`config.mk`:
```
export PLATFORM = sky130hd
export DESIGN_NAME = regfile_bist_flat
export DESIGN_NICKNAME = d
export VERILOG_FILES = /design/src/rtl/regfile_bist_pkg.sv /design/src/rtl/regfile_bist_if.sv /design/src/rtl/regfile_bist.sv /design/src/flat_wrapper.sv
export SDC_FILE = /design/constraint.sdc
export NUM_CORES = 1
export LEC_CHECK = 0
export ABC_AREA = 0
export BUFFER_PORTS_ARGS = -buffer_cell sky130_fd_sc_hd__buf_2
export CORE_MARGIN = 2
export CORE_UTILIZATION = 28
export DETAILED_ROUTE_END_ITERATION = 8
export HOLD_SLACK_MARGIN = 0.03
export PLACE_DENSITY = 0.53
export SLEW_MARGIN = 20
export SYNTH_ARGS = -nofsm -noshare
export SYNTH_HDL_FRONTEND = slang
export SYNTH_SLANG_ARGS = --single-unit
export TNS_END_PERCENT = 5
```
`constraint.sdc`:
```
create_clock -name clock -period 10.75 [get_ports clock]
set_clock_uncertainty 0.1 [all_clocks]
set_input_delay 2.15 -clock clock [delete_from_list [all_inputs] [get_ports clock]]
set_output_delay 2.15 -clock clock [all_outputs]
set_load 0.02 [all_outputs]
```
`src/rtl/regfile_bist_pkg.sv`:
```
// Shared types, widths and the expected-pattern function for the register-file BIST.
package regfile_bist_pkg;

  localparam int unsigned NUM_REGS = 32;
  localparam int unsigned ADDR_W   = 5;
  localparam int unsigned DATA_W   = 32;

  typedef enum logic [1:0] {
    StIdle,
    StWrite,
    StRead,
    StDone
  } state_e;

  // Register 0 reads back as zero when it is hardwired, whatever was written.
  function automatic logic [DATA_W-1:0] bist_expected(input logic [ADDR_W-1:0] idx,
                                                      input logic [DATA_W-1:0] seed,
                                                      input logic [DATA_W-1:0] stride,
                                                      input logic              zero_reg);
    if (zero_reg && (idx == '0)) begin
      return '0;
    end
    return seed + stride * {{(DATA_W - ADDR_W){1'b0}}, idx};
  endfunction

endpackage

```
`src/rtl/regfile_bist_if.sv`:
```
// Register-file port bundle: one write port and two combinational read ports.
interface regfile_bist_if;

  logic                                 reg_write;
  logic [regfile_bist_pkg::ADDR_W-1:0] write_register;
  logic [regfile_bist_pkg::DATA_W-1:0] write_data;
  logic [regfile_bist_pkg::ADDR_W-1:0] read_register_1;
  logic [regfile_bist_pkg::ADDR_W-1:0] read_register_2;
  logic [regfile_bist_pkg::DATA_W-1:0] read_data_1;
  logic [regfile_bist_pkg::DATA_W-1:0] read_data_2;

  modport master (
    output reg_write,
    output write_register,
    output write_data,
    output read_register_1,
    output read_register_2,
    input  read_data_1,
    input  read_data_2
  );

  modport slave (
    input  reg_write,
    input  write_register,
    input  write_data,
    input  read_register_1,
    input  read_register_2,
    output read_data_1,
    output read_data_2
  );

endinterface

```
`src/rtl/regfile_bist.sv`:
```
// Register-file BIST: writes SEED+STRIDE*i to every register, reads back two per cycle,
// and reports pass, lowest failing index and mismatch count.
module regfile_bist
  import regfile_bist_pkg::*;
#(
  parameter logic [DATA_W-1:0] SEED     = 32'd1,
  parameter logic [DATA_W-1:0] STRIDE   = 32'd3,
  parameter bit                ZERO_REG = 1'b1
) (
  input  logic                 clock,
  input  logic                 reset,
  input  logic                 start,
  regfile_bist_if.master       rf,
  output logic                 busy,
  output logic                 done,
  output logic                 pass,
  output logic [ADDR_W-1:0]    fail_index,
  output logic [5:0]           fail_count
);

  state_e              state_q;
  logic [ADDR_W-1:0]   idx_q;
  logic                reg_write_q;
  logic [ADDR_W-1:0]   wr_reg_q;
  logic [DATA_W-1:0]   wr_data_q;
  logic [ADDR_W-1:0]   rd1_q;
  logic [ADDR_W-1:0]   rd2_q;
  logic                busy_q;
  logic                done_q;
  logic                pass_q;
  logic [ADDR_W-1:0]   fail_index_q;
  logic [5:0]          fail_count_q;

  logic                mis1;
  logic                mis2;
  logic [5:0]          fail_count_d;
  logic [ADDR_W-1:0]   idx_inc;
  logic [3:0]          k_inc;

  assign idx_inc = idx_q + 5'd1;
  assign k_inc   = idx_q[3:0] + 4'd1;

  always_comb begin
    mis1         = rf.read_data_1 != bist_expected(rd1_q, SEED, STRIDE, ZERO_REG);
    mis2         = rf.read_data_2 != bist_expected(rd2_q, SEED, STRIDE, ZERO_REG);
    fail_count_d = fail_count_q + {5'd0, mis1} + {5'd0, mis2};
  end

  always_ff @(posedge clock or posedge reset) begin
    if (reset) begin
      state_q      <= StIdle;
      idx_q        <= '0;
      reg_write_q  <= 1'b0;
      wr_reg_q     <= '0;
      wr_data_q    <= '0;
      rd1_q        <= '0;
      rd2_q        <= '0;
      busy_q       <= 1'b0;
      done_q       <= 1'b0;
      pass_q       <= 1'b0;
      fail_index_q <= '0;
      fail_count_q <= '0;
    end else begin
      case (state_q)
        StIdle, StDone: begin
          if (start) begin
            state_q      <= StWrite;
            idx_q        <= '0;
            reg_write_q  <= 1'b1;
            wr_reg_q     <= '0;
            wr_data_q    <= bist_expected('0, SEED, STRIDE, 1'b0);
            busy_q       <= 1'b1;
            done_q       <= 1'b0;
            pass_q       <= 1'b0;
            fail_index_q <= '0;
            fail_count_q <= '0;
          end
        end
        StWrite: begin
          if (idx_q == 5'd31) begin
            state_q     <= StRead;
            idx_q       <= '0;
            reg_write_q <= 1'b0;
            wr_reg_q    <= '0;
            wr_data_q   <= '0;
            rd1_q       <= 5'd0;
            rd2_q       <= 5'd1;
          end else begin
            idx_q     <= idx_inc;
            wr_reg_q  <= idx_inc;
            wr_data_q <= bist_expected(idx_inc, SEED, STRIDE, 1'b0);
          end
        end
        StRead: begin
          fail_count_q <= fail_count_d;
          // Only the first failing cycle records an index; port 1 holds the lower address.
          if (fail_count_q == '0) begin
            if (mis1) begin
              fail_index_q <= rd1_q;
            end else if (mis2) begin
              fail_index_q <= rd2_q;
            end
          end
          if (idx_q[3:0] == 4'd15) begin
            state_q <= StDone;
            idx_q   <= '0;
            rd1_q   <= '0;
            rd2_q   <= '0;
            busy_q  <= 1'b0;
            done_q  <= 1'b1;
            pass_q  <= (fail_count_d == '0);
          end else begin
            idx_q <= idx_inc;
            rd1_q <= {k_inc, 1'b0};
            rd2_q <= {k_inc, 1'b1};
          end
        end
        default: state_q <= StIdle;
      endcase
    end
  end

  assign rf.reg_write       = reg_write_q;
  assign rf.write_register  = wr_reg_q;
  assign rf.write_data      = wr_data_q;
  assign rf.read_register_1 = rd1_q;
  assign rf.read_register_2 = rd2_q;
  assign busy               = busy_q;
  assign done               = done_q;
  assign pass               = pass_q;
  assign fail_index         = fail_index_q;
  assign fail_count         = fail_count_q;

endmodule

```
`src/flat_wrapper.sv`:
```
// flat-port wrapper written by rule: the top's interface ports become plain ports
module regfile_bist_flat import regfile_bist_pkg::*;
#(
  parameter logic [DATA_W-1:0] SEED     = 32'd1,
  parameter logic [DATA_W-1:0] STRIDE   = 32'd3,
  parameter bit                ZERO_REG = 1'b1
)
  (clock, reset, start, busy, done, pass, fail_index, fail_count, rf_reg_write, rf_write_register, rf_write_data, rf_read_register_1, rf_read_register_2, rf_read_data_1, rf_read_data_2);
  regfile_bist_if rf_i ();
  input  logic clock;
  input  logic reset;
  input  logic start;
  output logic busy;
  output logic done;
  output logic pass;
  output logic [ADDR_W-1:0] fail_index;
  output logic [5:0] fail_count;
  output wire logic [$bits(rf_i.reg_write)-1:0] rf_reg_write;
  output wire logic [$bits(rf_i.write_register)-1:0] rf_write_register;
  output wire logic [$bits(rf_i.write_data)-1:0] rf_write_data;
  output wire logic [$bits(rf_i.read_register_1)-1:0] rf_read_register_1;
  output wire logic [$bits(rf_i.read_register_2)-1:0] rf_read_register_2;
  input wire logic [$bits(rf_i.read_data_1)-1:0] rf_read_data_1;
  input wire logic [$bits(rf_i.read_data_2)-1:0] rf_read_data_2;
  assign rf_reg_write = rf_i.reg_write;
  assign rf_write_register = rf_i.write_register;
  assign rf_write_data = rf_i.write_data;
  assign rf_read_register_1 = rf_i.read_register_1;
  assign rf_read_register_2 = rf_i.read_register_2;
  assign rf_i.read_data_1 = rf_read_data_1;
  assign rf_i.read_data_2 = rf_read_data_2;
  regfile_bist #(.SEED(SEED), .STRIDE(STRIDE), .ZERO_REG(ZERO_REG)) u_core (.clock(clock), .reset(reset), .start(start), .rf(rf_i), .busy(busy), .done(done), .pass(pass), .fail_index(fail_index), .fail_count(fail_count));
endmodule
```
==> implementation parameters <==
Parameter                              Value

Timing
  Crit path time final    4.71 ns
  Sum Neg Setup Slack    0 ns
  Slew at the pin with the worst max-slew slack    0.812 ns
  Max-slew violation total from the final report    0
  Final worst setup slack    6.04 ns
  Setup repair after global routing missed its margin    no
  Final period util    43.9%
  Peak Freq    212 MHz
  Final count of negative-setup-slack endpoints    0
  Headroom to the max-slew limit    45.8%
  Hold Violations, Final    0
  Worst-case hold slack    0.388 ns

Synth
  Share of synthesized registers carrying an async set or reset    100%
  Library cell with the largest summed area after synthesis    dfrtp_1
  Post-synthesis instance area    3030 um2
  Flops & latches, synth    38
  Post-synthesis sequential area ratio    31.4%
  Fraction of post-synthesis cell area in the top cell type by area    31.4%
  Synth area leaders    dfrtp_1 (31%), ha_1 (9.5%), buf_4 (7.7%)
  Most frequent cell after synthesis    dfrtp_1
  Per-instance average area after synthesis    8.83 um2
  Primary FF master, synth    dfrtp_1
  Yosys warning total    0
  Most frequent cells after synthesis    dfrtp_1 (38), nand2_1 (37), buf_4 (31)
  Netlist cell types    57
  Post-synthesis instance total    343
  Post-synth EDFFs    0

Layout
  Seq. cell area    951 um2
  Fill cell instance count of the final layout    1087
  Area used by multi-input combinational logic    1830 um2
  Area grow syn2layout    20.9%
  Final layout net count    531
  Final non-filler cell area    3660 um2
  Share of final-layout standard cells stronger than drive strength 1    27.6%
  Antenna Cells    0

GRT
  Total congestion overflow after global routing    0
  Maximum number of pins on one net before global-route repair    39
  Number of antenna violations at the first check in global routing    0
  First-pass GRT wire length    12700 um
  Aggregate global-route resource usage    13.6%
  Number of global-route vias before repair    2674

Die
  Top Ports    129
  Die X-Extent    108 um
  Total Die Area    11700 um2
  Core box area    10400 um2
  Core Rows    37
  Vertical die dimension    108 um
  Effective utilization at floorplan    29.1%

Detailed routing
  WL/cell    13.8 um
  Number of remaining DRC errors    0
  Vias after detailed routing    2772
  Sum of routed wire length over all layers    7930 um
  First drt pass iteration count    4
  Initial DRC Count    119
  Vias per cell    4.82
  Post-DRT Antenna Nets    0

Critical path
  Reg-to-reg critical path startpoint    u_core.rf.read_register_2[1]
  Worst path required time    10.90 ns
  Element type at the critical path end    flop
  Crit start category    primary input
  Peak fanout along the critical path    3
  Sequence of cells on the critical path    buf_2 > nor4_1 > nand4_1 > nor4b_2 > nand4b_1 > nor4_4 > fa_1 > nor2b_1 > or3_1 > nand2_1 > a31oi_1 > nor4_1 > mux2_2
  Critical path's slowest cell    nor4_4
  WP buf/inv    1
  End of the worst register-to-register path    u_core.pass
  Crit-path leading delay family    simple AND/OR/NAND/NOR gates
  Number of cells on the critical path    13
  Kind of critical path    primary input to flop
  Origin of the worst setup path    rf_read_data_2[15]
  Worst Reg2Reg Path Length in Cells    14
  Max incr delay on CP    0.41 ns
  Cell mode on critical path    nor4_1
  Internal reg-to-reg setup slack    6.71 ns
  Crit path DAT    4.86 ns
  Worst setup path end    u_core.pass

Placed design
  I/O Buffers    102
  Placed Instance Area    3540 um2
  DP Wirelength    6090 um
  Weighted congestion at the end of routability-driven global placement    0.783
  Worst slack after detailed placement    5.68 ns

Pwr
  Post-layout power    0.712 mW
  Leakage power figure    1.83 nW
  Pwr dens    194 nW/um2
  Peak supply drop    0.0821 mV

Clock network
  Clock transition time at the flip-flop clock pins of the worst setup and hold paths    0.09 ns
  Insertion delay of the later-clocked pin in the worst-skew pair    0.30 ns
  Clock tree root buffer cell    clkbuf_8
  Cells resized by post-CTS repair    0
  Clock Tree Buf Depth    2
  Number of clock sinks    38
  Clock tree from TritonCTS    built
  TritonCTS Buffers    5
  H-tree depth    2
  Post-CTS Setup Repair Bufs    0
  Number of buffers inserted for hold repair after clock tree synthesis    0

Flow run
  Max cap viols    0

Run status
  Result of the run    complete, no violations

Min path
  Worst min path class    flop to flop
[through the flow]
step | cells | util [%]
floorplan | 368 | -
global placement | 567 | 34.0
detailed placement | 567 | 34.0
CTS | 575 | 35.1
global route | 575 | 35.1
finish | 575 | 35.1
[cells in the final DEF (no fill, tap or decap), drive strengths merged, types with 2 or more instances in the layout]
cell type and instances:
o21a 3, a22o 6, o211ai 5, nor3 4
a2111oi 2, and2 2, nand2 37, a31oi 2
or3 3, o41ai 3, nor2 16, xnor2 8
nor4 12, clkbuf 5, o21ai 29, o31ai 5
fa 3, xor2 8, dfrtp 38, buf 103
a21oi 15, mux2i 2, and3 2, inv 22
o32ai 2, mux2 6, nand3 12, nand4 3
a21o 3, nor2b 2, o22ai 2, conb 26
ha 23, clkinvlp 2, nand2b 6
[worst reg2reg max path, stage by stage (launching register included)]
cell and delay [ns]:
dfrtp_1 0.69, inv_1 0.17, ha_1 0.38, and3_1 0.20, a221oi_1 0.35, mux2i_1 0.27, xnor2_1 0.12, nor4_4 0.45
fa_1 0.27, nor2b_1 0.08, or3_1 0.30, nand2_1 0.07, a31oi_1 0.08, nor4_1 0.26, mux2_2 0.19
[cell families after synthesis]
| family | after synthesis | synth area share [%] |
|---|---|---|
| mux | 8 | 3.14 |
| compound gates | 87 | 19.9 |
| simple gates | 105 | 17.8 |
| flops | 38 | 31.4 |
| xor+xnor | 16 | 4.63 |
| other cells | 1 | 0.124 |
| fa+ha+maj | 26 | 11.5 |
| buf+inv | 62 | 11.5 |
[final cells by class]
type | count | area share [%]
Tap cell | 136 | 4.65
Clock inverter | 3 | 1.23
Timing Repair Buffer | 103 | 14.1
Clock buffer | 5 | 1.88
Inverter | 22 | 2.26
Multi-Input combinational cell | 268 | 49.9
Sequential cell | 38 | 26.0
[registers in the layout (all words and copies together), names as in the netlist, 2 cells and up]
| register | count |
|---|---|
| u_core.rf.write_data | 7 |
| u_core.fail_count | 6 |
| u_core.fail_index | 5 |
| u_core.idx_q | 5 |
| u_core.rf.read_register_2 | 4 |
| u_core.rf.write_register | 4 |
| u_core.state_q | 2 |
[layer usage]
metal	track usage [%]	share of wire (%)
met5	0	0
met4	4.85	1.7
met3	2.35	5.4
met2	22.8	48
met1	17.8	45
[worst min-delay path by stage]
stage                                 from                           to  slack [ns]  depth (start not counted)
2_1_floorplan              u_core.idx_q[0]  u_core.rf.write_register[0]        0.43                          1
3_3_place_gp       u_core.rf.write_data[6]      u_core.rf.write_data[6]        0.37                          2
3_5_place_dp   u_core.rf.write_register[4]  u_core.rf.write_register[4]        0.38                          2
4_1_cts            u_core.rf.write_data[6]      u_core.rf.write_data[6]        0.40                          2
5_1_grt            u_core.rf.write_data[6]      u_core.rf.write_data[6]        0.42                          2
6_report           u_core.rf.write_data[6]      u_core.rf.write_data[6]        0.39                          2
[report_power, final]
group | leakage [nW] | total, mW | switching [mW] | internal (mW)
registers | 0.499 | 0.204 | 0.0354 | 0.169
logic | 1.28 | 0.379 | 0.246 | 0.133
clock network | 0.0504 | 0.129 | 0.0600 | 0.0691
(Power assumes the default switching activity.)
